$ cat config.mk
export PLATFORM = sky130hd
export DESIGN_NAME = ps2_scancode_receiver
export DESIGN_NICKNAME = d
export VERILOG_FILES = /design/src/rtl/ps2_scancode_receiver.sv
export SDC_FILE = /design/constraint.sdc
export NUM_CORES = 1
export LEC_CHECK = 0
export BUFFER_PORTS_ARGS = -buffer_cell sky130_fd_sc_hd__buf_2
export CAP_MARGIN = 20
export CORE_UTILIZATION = 30
export CTS_CLUSTER_DIAMETER = 100
export CTS_CLUSTER_SIZE = 16
export DETAILED_ROUTE_END_ITERATION = 12
export PLACE_DENSITY = 0.44
export SETUP_SLACK_MARGIN = 0.5
export SYNTH_ARGS = -nofsm -noshare
export SYNTH_HDL_FRONTEND = slang
export SYNTH_SLANG_ARGS = --single-unit
$ cat constraint.sdc
create_clock -name clk -period 4 [get_ports clk]
set_input_delay 0 -clock clk [delete_from_list [all_inputs] [get_ports clk]]
set_output_delay 0 -clock clk [all_outputs]
set_load 0.005 [all_outputs]
$ cat src/rtl/ps2_scancode_receiver.sv
// PS/2 keyboard receiver: synchronizes ps2_clk/data, deframes 11-bit frames,
// folds E0/F0 prefixes into key events and queues them in a small FIFO.
module ps2_scancode_receiver #(
  parameter int FIFO_DEPTH = 4,
  parameter int TIMEOUT    = 50000
) (
  input  logic       clk,
  input  logic       reset,
  input  logic       ps2_clk,
  input  logic       data,
  input  logic       pop,
  input  logic       clear_err,
  output logic       key_valid,
  output logic [7:0] key_code,
  output logic       key_release,
  output logic       key_extended,
  output logic       frame_err,
  output logic       overflow
);

  localparam int PTR_W = $clog2(FIFO_DEPTH);
  localparam int CNT_W = $clog2(FIFO_DEPTH + 1);
  localparam int TO_W  = $clog2(TIMEOUT + 1);

  localparam logic [1:0] ST_IDLE   = 2'd0;
  localparam logic [1:0] ST_DATA   = 2'd1;
  localparam logic [1:0] ST_PARITY = 2'd2;
  localparam logic [1:0] ST_STOP   = 2'd3;

  logic             clk_s1_q, clk_s2_q, clk_prev_q;
  logic             dat_s1_q, dat_s2_q;
  logic [1:0]       state_q, state_d;
  logic [2:0]       bit_cnt_q, bit_cnt_d;
  logic [7:0]       shift_q, shift_d;
  logic             par_q, par_d;
  logic [TO_W-1:0]  to_cnt_q, to_cnt_d;
  logic             ext_q, ext_d, brk_q, brk_d;
  logic [PTR_W-1:0] wr_ptr_q, rd_ptr_q;
  logic [CNT_W-1:0] count_q, count_d;
  logic             frame_err_q, frame_err_d, overflow_q, overflow_d;
  logic [9:0]       mem_q [FIFO_DEPTH];

  logic fall, byte_good, frame_bad, push, pop_ok, push_ok, full, timed_out;
  logic [9:0] head;

  assign fall = clk_prev_q & ~clk_s2_q;

  // Synchronizers idle high so leaving reset never looks like a falling edge.
  // NOTE: sequential state uses non-blocking assignments so every flop samples
  // pre-edge values regardless of block ordering.
  always_ff @(posedge clk) begin
    if (reset) begin
      clk_s1_q   <= 1'b1;
      clk_s2_q   <= 1'b1;
      clk_prev_q <= 1'b1;
      dat_s1_q   <= 1'b1;
      dat_s2_q   <= 1'b1;
    end else begin
      clk_s1_q   <= ps2_clk;
      clk_s2_q   <= clk_s1_q;
      clk_prev_q <= clk_s2_q;
      dat_s1_q   <= data;
      dat_s2_q   <= dat_s1_q;
    end
  end

  // NOTE: every signal written here gets a default first, so no latches infer.
  always_comb begin
    state_d   = state_q;
    bit_cnt_d = bit_cnt_q;
    shift_d   = shift_q;
    par_d     = par_q;
    byte_good = 1'b0;
    frame_bad = 1'b0;
    to_cnt_d  = (state_q == ST_IDLE || fall) ? '0 : to_cnt_q + 1'b1;
    timed_out = (state_q != ST_IDLE) && (to_cnt_q == TO_W'(TIMEOUT));
    case (state_q)
      ST_IDLE: if (fall && !dat_s2_q) begin
        state_d   = ST_DATA;
        bit_cnt_d = '0;
      end
      ST_DATA: if (fall) begin
        shift_d   = {dat_s2_q, shift_q[7:1]};
        bit_cnt_d = bit_cnt_q + 1'b1;
        if (bit_cnt_q == 3'd7) state_d = ST_PARITY;
      end
      ST_PARITY: if (fall) begin
        par_d   = dat_s2_q;
        state_d = ST_STOP;
      end
      ST_STOP: if (fall) begin
        state_d = ST_IDLE;
        if (dat_s2_q && (^{shift_q, par_q})) byte_good = 1'b1;
        else                                 frame_bad = 1'b1;
      end
      default: state_d = ST_IDLE;
    endcase
    if (timed_out) begin
      state_d   = ST_IDLE;
      to_cnt_d  = '0;
      byte_good = 1'b0;
      frame_bad = 1'b1;
    end
  end

  always_comb begin
    ext_d = ext_q;
    brk_d = brk_q;
    push  = 1'b0;
    if (frame_bad) begin
      ext_d = 1'b0;
      brk_d = 1'b0;
    end else if (byte_good) begin
      if (shift_q == 8'hE0)      ext_d = 1'b1;
      else if (shift_q == 8'hF0) brk_d = 1'b1;
      else begin
        push  = 1'b1;
        ext_d = 1'b0;
        brk_d = 1'b0;
      end
    end
  end

  // A pop in the same cycle frees a slot, so push into a full FIFO still lands.
  assign full        = (count_q == CNT_W'(FIFO_DEPTH));
  assign pop_ok      = pop && (count_q != '0);
  assign push_ok     = push && (!full || pop_ok);
  assign count_d     = count_q + CNT_W'(push_ok) - CNT_W'(pop_ok);
  assign frame_err_d = frame_bad | (frame_err_q & ~clear_err);
  assign overflow_d  = (push && full && !pop_ok) | (overflow_q & ~clear_err);

  always_ff @(posedge clk) begin
    if (reset) begin
      state_q     <= ST_IDLE;
      bit_cnt_q   <= '0;
      shift_q     <= '0;
      par_q       <= 1'b0;
      to_cnt_q    <= '0;
      ext_q       <= 1'b0;
      brk_q       <= 1'b0;
      wr_ptr_q    <= '0;
      rd_ptr_q    <= '0;
      count_q     <= '0;
      frame_err_q <= 1'b0;
      overflow_q  <= 1'b0;
    end else begin
      state_q     <= state_d;
      bit_cnt_q   <= bit_cnt_d;
      shift_q     <= shift_d;
      par_q       <= par_d;
      to_cnt_q    <= to_cnt_d;
      ext_q       <= ext_d;
      brk_q       <= brk_d;
      count_q     <= count_d;
      frame_err_q <= frame_err_d;
      overflow_q  <= overflow_d;
      if (push_ok) wr_ptr_q <= wr_ptr_q + 1'b1;
      if (pop_ok)  rd_ptr_q <= rd_ptr_q + 1'b1;
    end
  end

  // NOTE: FIFO storage is deliberately not reset; the count gates every read.
  always_ff @(posedge clk) begin
    if (push_ok) mem_q[wr_ptr_q] <= {ext_q, brk_q, shift_q};
  end

  assign head         = mem_q[rd_ptr_q];
  assign key_valid    = (count_q != '0);
  assign key_code     = key_valid ? head[7:0] : 8'h00;
  assign key_release  = key_valid & head[8];
  assign key_extended = key_valid & head[9];
  assign frame_err    = frame_err_q;
  assign overflow     = overflow_q;

endmodule
==> tab_implementation.tex, run 1 <==
\begin{tabular}{lr}
\hline
Metric & Value \\
\hline
\multicolumn{2}{l}{\textbf{Timing}} \\
\quad Number of failing setup endpoints in the final timing report & 0 \\
\quad Pin slew with the least headroom to its limit & 728 ps \\
\quad Final cycle utilization of the critical path & 79.0\% \\
\quad Maximum clock frequency & 316 MHz \\
\quad Hold Vio Cnt, Final & 0 \\
\quad Setup Total Neg Slack & 0 ps \\
\quad Post-route minimum period & 3160 ps \\
\quad Unrepaired setup endpoints after global routing & no \\
\quad Post-Route Skew & 5.36 ps \\
\quad Relative max-transition margin & 51.4\% \\
\quad Fin. max-slew vios & 0 \\
\quad Final worst hold slack & 115 ps \\
\multicolumn{2}{l}{\textbf{Yosys}} \\
\quad Number of distinct standard cells referenced by the synthesized netlist & 45 \\
\quad Share of the synthesized area in compound gates (AO/OA/AOI/OAI) & 3.46\% \\
\quad Arithmetic-cell share of the synthesized area counting full adders, half adders and majority gates & 5.18\% \\
\quad Main combinational cell family by area after synthesis & simple AND/OR/NAND/NOR gates \\
\quad FF+latch count, synth & 88 \\
\quad Area share of and/or/nand/nor cells after synthesis & 15.7\% \\
\quad Post-Synthesis Mean Instance Area & 12.3 um2 \\
\quad Post-synthesis sequential area ratio & 57.4\% \\
\quad Prevailing post-synth register cell & sky130\_fd\_sc\_hd\_\_dfxtp\_1 \\
\quad Post-synthesis instance area & 3770 um2 \\
\quad Portion of netlist area occupied by mux cells & 8.64\% \\
\quad Gate count after technology mapping & 307 \\
\quad Ys Warns & 0 \\
\quad Number of synthesized flops with an enable pin & 40 \\
\quad XOR/XNOR Fraction of Synth Area & 6.45\% \\
\quad Fraction of registers with async set/reset & 0\% \\
\quad Post-synth net total & 328 \\
\multicolumn{2}{l}{\textbf{Global routing}} \\
\quad Global-route wire length before repair & 10,800 um \\
\quad Grt total ovfl & 0 \\
\quad Antenna violations before repair & 0 \\
\quad Pin count of the biggest net entering global routing & 31 \\
\quad GR Util All Layers & 11.0\% \\
\quad Vias in the first global route & 2,113 \\
\multicolumn{2}{l}{\textbf{Layout}} \\
\quad Antenna cell count & 0 \\
\quad Number of nets at the end of the flow & 352 \\
\quad P\&R area growth vs syn & 15.9\% \\
\quad Proportion of layout cells with a drive suffix above 1 & 16.7\% \\
\quad Cell area after layout & 4370 um2 \\
\multicolumn{2}{l}{\textbf{Floorplan}} \\
\quad Area of the die & 13,000 um2 \\
\quad Height of the die & 114 um \\
\quad Die outline width & 114 um \\
\quad Number of top-level pins & 19 \\
\quad Floorplan core area & 12,100 um2 \\
\quad Row Count & 40 \\
\quad Starting density of the core & 31.1\% \\
\multicolumn{2}{l}{\textbf{Clock network}} \\
\quad TritonCTS clock tree & built \\
\quad Root Buffer Master & sky130\_fd\_sc\_hd\_\_clkbuf\_16 \\
\quad Buffer count from post-CTS setup fixing & 0 \\
\quad Clk buf depth & 2 \\
\quad Clock latency of the later-clocked register in the worst-skew pair & 340 ps \\
\quad H-tree lvl count & 3 \\
\quad Count of clock tree sinks & 88 \\
\quad TritonCTS buffer count & 9 \\
\quad CTS clock-pin slew for the worst setup and hold paths & 70 ps \\
\multicolumn{2}{l}{\textbf{Pwr}} \\
\quad Power density over the cells & 522 nW/um2 \\
\quad Total leakage power & 1.59 nW \\
\quad Maximum VDD drop & 0.000294 V \\
\multicolumn{2}{l}{\textbf{Worst setup path}} \\
\quad Setup slack of the most critical reg-to-reg path & 840 ps \\
\quad Kind of capture point of the worst setup path & register \\
\quad Crit start category & register \\
\quad R2R cell count & 15 \\
\quad Start-to-end type of the worst setup path & register to register \\
\quad Kind of cell adding the most delay to the critical path & adder cells \\
\quad Chain of cells forming the critical path & inv\_1, ha\_1, and4b\_1, a41oi\_1, nand3b\_1, nor3\_2, inv\_1, ha\_1, inv\_1, ha\_1, inv\_1, fa\_1, xor2\_1, xnor2\_1, nor2\_1 \\
\quad Worst-path cell with the longest stage delay & sky130\_fd\_sc\_hd\_\_fa\_1 \\
\quad Most used cell, CP & sky130\_fd\_sc\_hd\_\_inv\_1 \\
\quad Destination of the worst register-to-register timing path & count\_q[2]\$\_SDFF\_PP0\_ \\
\quad Source of the worst register-to-register timing path & state\_q[0]\$\_SDFFE\_PP0P\_ \\
\quad Buf+Inv Stages, Crit Path & 4 \\
\quad Critical path's largest stage delay & 370 ps \\
\quad Worst-path fanout max & 6 \\
\quad Data arrival at the endpoint of the critical path & 3370 ps \\
\quad Data required time of the worst path & 4210 ps \\
\quad Crit. path cell count & 15 \\
\multicolumn{2}{l}{\textbf{Detailed routing}} \\
\quad Drt first pass iters & 4 \\
\quad Via density per instance & 4.35 \\
\quad Drt wl/cell & 13.0 um \\
\quad Number of vias after detailed routing & 2,190 \\
\quad Detailed-route DRC error count & 0 \\
\quad DRC marker count from the first detailed-route iteration & 82 \\
\quad Wire length reported by the detailed router & 6560 um \\
\quad Number of nets with antenna violations after detailed routing & 0 \\
\multicolumn{2}{l}{\textbf{Worst hold path}} \\
\quad Count of cells along the worst hold path & 2 \\
\quad Destination of the worst hold path & count\_q[1]\$\_SDFF\_PP0\_ \\
\quad Class of the worst hold path & primary input to register \\
\quad Hold Startpoint & reset \\
\multicolumn{2}{l}{\textbf{Place}} \\
\quad Port Buf Inserts & 18 \\
\quad HPWL after DPL & 4480 um \\
\quad Instance area at placement & 4020 um2 \\
\quad Global placer's final weighted congestion & 0.719 \\
\multicolumn{2}{l}{\textbf{Status}} \\
\quad Outcome & finished, final reports clean \\
\multicolumn{2}{l}{\textbf{Flow run}} \\
\quad Max-cap violation count & 0 \\
\hline
\end{tabular}
-- cell type report --
cell class / instances / area, um2
well taps: 168 / 210
clock buffers: 10 / 250
flip-flops and latches: 88 / 2160
multi-input cells: 193 / 1490
repair buffers: 23 / 138
fillers: 1242 / 7740
clock inverters: 6 / 55.1
inverters: 16 / 60.1
-- logic make-up after synthesis --
logic type | Yosys count
DFF | 88
muxes | 20
buffers and inverters | 26
and+or+nand+nor | 112
adders and majority gates | 15
AOI/OAI and AO/OA | 20
xor gates and xnor gates | 26
-- registers in the layout, indices dropped and copies added, names as in the netlist, 2 cells and up, named ones only --
signal / count
to_cnt_q: 16
shift_q: 8
mem_q: 40
count_q: 3
state_q: 2
bit_cnt_q: 3
rd_ptr_q: 2
wr_ptr_q: 2
-- how the worst max path moves through the flow --
stage	from	to	slack [ps]
after floorplan	state_q[0]$_SDFFE_PP0P_	count_q[2]$_SDFF_PP0_	1080
after global placement	state_q[0]$_SDFFE_PP0P_	count_q[2]$_SDFF_PP0_	760
after detailed placement	state_q[0]$_SDFFE_PP0P_	count_q[2]$_SDFF_PP0_	640
after CTS	state_q[0]$_SDFFE_PP0P_	count_q[2]$_SDFF_PP0_	620
after global routing	state_q[0]$_SDFFE_PP0P_	count_q[2]$_SDFF_PP0_	540
final	state_q[0]$_SDFFE_PP0P_	count_q[2]$_SDFF_PP0_	840
-- stage by stage --
stage | utilization (%) | setup slack (ps) | instances | power (mW)
6_report | 36.1 | 840 | 504 | 2.28
5_1_grt | 36.1 | 543 | 504 | 2.40
4_1_cts | 36.0 | 615 | 504 | 2.32
3_5_place_dp | 33.2 | 640 | 484 | 1.47
3_3_place_gp | 33.2 | 764 | 484 | 1.46
2_1_floorplan | - | 1080 | 307 | 1.35
-- cell usage in the layout (no fill, tap or decap), drive strengths merged, types with 11 or more instances in the layout --
| cell type | netlist | layout |
|---|---|---|
| and2 | 16 | 16 |
| buf | 4 | 19 |
| dfxtp | 48 | 48 |
| edfxtp | 40 | 40 |
| ha | 14 | 14 |
| inv | 16 | 21 |
| nand2 | 11 | 11 |
| nor2 | 41 | 41 |
| xnor2 | 15 | 15 |
-- where the power goes --
part,internal [mW],switching (mW)
clock network,0.473,0.367
logic,0.217,0.188
registers,0.971,0.0614
-- Yosys cell counts (3+ instances only) --
cell type / count / share of area (%)
sky130_fd_sc_hd__a21oi_1: 8 / 1.1
sky130_fd_sc_hd__and2_1: 16 / 2.7
sky130_fd_sc_hd__and4_1: 3 / 0.70
sky130_fd_sc_hd__clkbuf_1: 6 / 0.60
sky130_fd_sc_hd__dfxtp_1: 48 / 26
sky130_fd_sc_hd__edfxtp_1: 40 / 32
sky130_fd_sc_hd__ha_1: 14 / 4.7
sky130_fd_sc_hd__inv_1: 16 / 1.6
sky130_fd_sc_hd__mux2i_1: 10 / 2.7
sky130_fd_sc_hd__mux4_2: 10 / 6.0
sky130_fd_sc_hd__nand2_1: 11 / 1.1
sky130_fd_sc_hd__nand3_1: 9 / 1.2
sky130_fd_sc_hd__nand3b_1: 3 / 0.60
sky130_fd_sc_hd__nand4_1: 3 / 0.50
sky130_fd_sc_hd__nor2_1: 41 / 4.1
sky130_fd_sc_hd__nor2b_1: 3 / 0.50
sky130_fd_sc_hd__nor3_1: 3 / 0.40
sky130_fd_sc_hd__or2_2: 5 / 0.83
sky130_fd_sc_hd__or3_1: 3 / 0.50
sky130_fd_sc_hd__xnor2_1: 15 / 3.5
sky130_fd_sc_hd__xor2_1: 10 / 2.3
-- per-layer routing --
| metal | track usage (%) | up-vias | routed length, um |
|---|---|---|---|
| met3 | 3.61 | 7 | 185 |
| met2 | 17.2 | 28 | 3040 |
| met5 | 0 | - | 0 |
| met4 | 3.90 | 0 | 95 |
| met1 | 14.2 | 1027 | 3250 |
| li1 | - | 1128 | - |
-- worst register-to-register path: stages, from the launching register on --
cell	delay [ps]
sky130_fd_sc_hd__dfxtp_1	340
sky130_fd_sc_hd__inv_1	110
sky130_fd_sc_hd__ha_1	250
sky130_fd_sc_hd__and4b_1	220
sky130_fd_sc_hd__a41oi_1	340
sky130_fd_sc_hd__nand3b_1	200
sky130_fd_sc_hd__nor3_2	280
sky130_fd_sc_hd__inv_1	80
sky130_fd_sc_hd__ha_1	270
sky130_fd_sc_hd__inv_1	50
sky130_fd_sc_hd__ha_1	130
sky130_fd_sc_hd__inv_1	50
sky130_fd_sc_hd__fa_1	370
sky130_fd_sc_hd__xor2_1	180
sky130_fd_sc_hd__xnor2_1	140
sky130_fd_sc_hd__nor2_1	50
-- repair_timing --
action	4_1_cts	5_1_grt
endpoints found under the setup margin	0	1
resized for setup	0	1
endpoints found under the hold margin	3	0
hold buffers	4	0
(Power assumes the default switching activity.)
==> inputs of run 2 (changes only) <==
==> constraint.sdc (replaced) <==
create_clock -name clk -period 3.2 [get_ports clk]
set_input_delay 0 -clock clk [delete_from_list [all_inputs] [get_ports clk]]
set_output_delay 0 -clock clk [all_outputs]
set_load 0.005 [all_outputs]
==> run 2 against run 1 <==
Register-to-register slack lost 400 ps. Worst setup slack lost 400 ps. First-iteration DRC count is 33% lower. Largest cell class unchanged. Count of clock-buffer cells in the layout stayed put. Fmax is 15% higher. Critical path depth down 2. Largest power group unchanged. Via count grew 5.3%. Non-clock buffer count up 25.
==> tab_implementation.tex, run 2 (synthesis results as in run 1) <==
\begin{tabular}{lr}
\hline
Metric & Value \\
\hline
\multicolumn{2}{l}{\textbf{Worst setup path}} \\
\quad Buf+Inv Stages, Crit Path & 3 (-1) \\
\quad Data required time of the worst path & 3400 ps (-810 ps) \\
\quad Data arrival at the endpoint of the critical path & 2960 ps (-410 ps) \\
\quad Worst-path fanout max & 2 (-4) \\
\quad Critical path's largest stage delay & 470 ps (+100 ps) \\
\quad Worst-path cell with the longest stage delay & sky130\_fd\_sc\_hd\_\_xnor3\_2 \\
\quad Kind of cell adding the most delay to the critical path & XOR/XNOR gates \\
\quad Most used cell, CP & sky130\_fd\_sc\_hd\_\_inv\_1 \\
\quad Chain of cells forming the critical path & xor2\_1, xnor3\_2, xnor2\_2, nor3\_2, inv\_1, ha\_1, inv\_1, ha\_1, inv\_1, fa\_2, xor2\_1, xnor2\_1, nor2\_1 \\
\quad Setup slack of the most critical reg-to-reg path & 440 ps (-400 ps) \\
\quad Crit start category & register \\
\quad Kind of capture point of the worst setup path & register \\
\quad Start-to-end type of the worst setup path & register to register \\
\multicolumn{2}{l}{\textbf{Global routing}} \\
\quad Pin count of the biggest net entering global routing & 31 (unchanged) \\
\quad Global Route met2 Usage & 18.4\% (+1.2 points) \\
\quad Met1 routing resource usage after global routing & 14.5\% (+0.31 points) \\
\quad Most crowded layer after global routing & met2 \\
\quad GR Util All Layers & 11.4\% (+0.41 points) \\
\quad Antenna violations before repair & 0 (unchanged) \\
\quad Vias in the first global route & 2,181 (+3.2\%) \\
\quad Global Route met3 Usage & 3.40\% (-0.21 points) \\
\quad Grt total ovfl & 0 (unchanged) \\
\quad Global-route wire length before repair & 11,300 um (+4.6\%) \\
\multicolumn{2}{l}{\textbf{Clock network}} \\
\quad TritonCTS clock tree & built \\
\quad H-tree lvl count & 3 (unchanged) \\
\quad TritonCTS buffer count & 9 (unchanged) \\
\quad CTS clock-pin slew for the worst setup and hold paths & 60 ps (about the same) \\
\quad Clock latency of the later-clocked register in the worst-skew pair & 330 ps (about the same) \\
\quad Count of clock tree sinks & 88 (unchanged) \\
\quad Clk buf depth & 2 (unchanged) \\
\quad Root Buffer Master & sky130\_fd\_sc\_hd\_\_clkbuf\_16 \\
\multicolumn{2}{l}{\textbf{Pwr}} \\
\quad Power consumption & 2.98 mW (+31\%) \\
\quad Maximum VDD drop & 0.000295 V (+0.53\%) \\
\quad Power density over the cells & 633 nW/um2 (+21\%) \\
\quad Total leakage power & 1.74 nW (+9.3\%) \\
\multicolumn{2}{l}{\textbf{Floorplan}} \\
\quad Starting density of the core & 31.1\% (unchanged) \\
\quad Row Count & 40 (unchanged) \\
\quad Height of the die & 114 um (unchanged) \\
\quad Floorplan core area & 12,100 um2 (unchanged) \\
\quad Die outline width & 114 um (unchanged) \\
\quad Area of the die & 13,000 um2 (unchanged) \\
\quad Number of top-level pins & 19 (unchanged) \\
\multicolumn{2}{l}{\textbf{Layout}} \\
\quad Proportion of layout cells with a drive suffix above 1 & 29.1\% (+12 points) \\
\quad Most flops, register & mem\_q \\
\quad Area taken by flip-flops and latches & 2180 um2 (+0.98\%) \\
\quad P\&R area growth vs syn & 24.9\% \\
\quad Non-filler instance count after layout & 529 (+5.0\%) \\
\quad Antenna cell count & 0 (unchanged) \\
\quad Multi-input gate area & 1570 um2 (+5.3\%) \\
\quad Top flop regs & mem\_q: 40 flops, to\_cnt\_q: 16 flops, shift\_q: 8 flops \\
\quad Filler cell count & 1,206 (-2.9\%) \\
\quad Cell area after layout & 4700 um2 (+7.7\%) \\
\quad Most frequent cells in the layout & 41 x sky130\_fd\_sc\_hd\_\_nor2\_1, 40 x sky130\_fd\_sc\_hd\_\_edfxtp\_1, 39 x sky130\_fd\_sc\_hd\_\_dfxtp\_1 \\
\quad Commonest non-fill, non-tap cell in the layout & sky130\_fd\_sc\_hd\_\_nor2\_1 \\
\quad Max reg flops & 40 (unchanged) \\
\quad Number of nets at the end of the flow & 377 (+7.1\%) \\
\multicolumn{2}{l}{\textbf{Detailed routing}} \\
\quad Wire length reported by the detailed router & 7050 um (+7.4\%) \\
\quad Via density per instance & 4.36 (+0.36\%) \\
\quad Drt first pass iters & 4 (unchanged) \\
\quad Number of vias after detailed routing & 2,307 (+5.3\%) \\
\quad Drt wl/cell & 13.3 um (+2.3\%) \\
\quad Number of nets with antenna violations after detailed routing & 0 (unchanged) \\
\quad Detailed-route DRC error count & 0 (unchanged) \\
\quad DRC marker count from the first detailed-route iteration & 55 (-33\%) \\
\multicolumn{2}{l}{\textbf{Timing}} \\
\quad Relative max-transition margin & 52.2\% (+0.79 points) \\
\quad Post-Route Skew & 7.13 ps (+1.76 ps) \\
\quad Setup Total Neg Slack & 0 ps (unchanged) \\
\quad Final worst hold slack & 122 ps (+7.18 ps) \\
\quad Hold Vio Cnt, Final & 0 (unchanged) \\
\quad Maximum clock frequency & 362 MHz (+15\%) \\
\quad Fin. max-slew vios & 0 (unchanged) \\
\quad Post-route minimum period & 2760 ps (-400 ps) \\
\quad Final cycle utilization of the critical path & 86.3\% (+7.2 points) \\
\quad Number of failing setup endpoints in the final timing report & 0 (unchanged) \\
\quad Pin slew with the least headroom to its limit & 716 ps (-11.8 ps) \\
\quad Unrepaired setup endpoints after global routing & yes \\
\multicolumn{2}{l}{\textbf{Place}} \\
\quad HPWL after DPL & 4600 um (+2.7\%) \\
\quad Instance area at placement & 4070 um2 (+1.2\%) \\
\quad Port Buf Inserts & 18 (unchanged) \\
\quad Placed Cells & 486 (+0.41\%) \\
\quad Global placer's final weighted congestion & 0.743 (+3.3\%) \\
\multicolumn{2}{l}{\textbf{Worst hold path}} \\
\quad Class of the worst hold path & primary input to register \\
\multicolumn{2}{l}{\textbf{Flow run}} \\
\quad Max-cap violation count & 0 (unchanged) \\
\multicolumn{2}{l}{\textbf{Status}} \\
\quad Outcome & finished, final reports clean \\
\hline
\end{tabular}
-- run 2: cell count changes in the layout (fill, tap and decap cells not counted), sizes merged --
cell and delta:
bufinv +2, clkinvlp +2, buf +25, inv -4
-- run 2: path summary, 6_finish.rpt --
path,from,endpoint,depth (start not counted)
worst min-delay path,reset,count_q[1]$_SDFF_PP0_,2
worst min register to register,dat_s1_q$_SDFF_PP1_,dat_s2_q$_SDFF_PP1_,1
worst max-delay path,shift_q[4]$_SDFFE_PP0P_,count_q[2]$_SDFF_PP0_,13
worst max register to register,shift_q[4]$_SDFFE_PP0P_,count_q[2]$_SDFF_PP0_,13
-- run 2: worst reg2reg max path, delay by kind of cell (launching register included) --
family / cells / cell delay [ps]
buffers and inverters: 3 / 180
XOR/XNOR: 5 / 1090
flip-flops: 1 / 350
adder cells (fa/ha/maj): 3 / 730
AND/OR/NAND/NOR: 2 / 290
-- run 2: repair_timing --
item | in CTS | in global routing
pin swaps | 8 | 6
endpoints found under the hold margin | 3 | 0
gates resized for setup | 10 | 18
hold buffers | 4 | 0
endpoints found under the setup margin | 2 | 44
gates cloned | 0 | 0
buffers inserted | 18 | 5
-- run 2: layout make-up --
cell class	instances	share of cell area, %
repair buffers	48	7.48
flip-flops and latches	88	46.4
inverters	16	1.38
clock buffers	10	4.87
multi-input cells	193	33.4
well taps	168	4.47
clock inverters	6	1.97
-- run 2: stage by stage --
stage | utilization, % | setup WS, ps
global placement | 33.6 | 420
floorplan | - | 504
detailed placement | 33.6 | 357
global route | 38.8 | 319
CTS | 38.0 | 507
finish | 38.8 | 440
-- run 2: report_power, final --
| group | switching, mW | internal [mW] |
|---|---|---|
| sequential | 0.0821 | 1.22 |
| clock | 0.426 | 0.688 |
| combinational | 0.249 | 0.312 |
| total | 0.758 | 2.22 |
-- run 2: routing by layer --
metal,vias up,routed length [um]
met5,-,0
met4,0,61
met3,5,205
met2,32,3360
met1,1085,3420
li1,1185,-
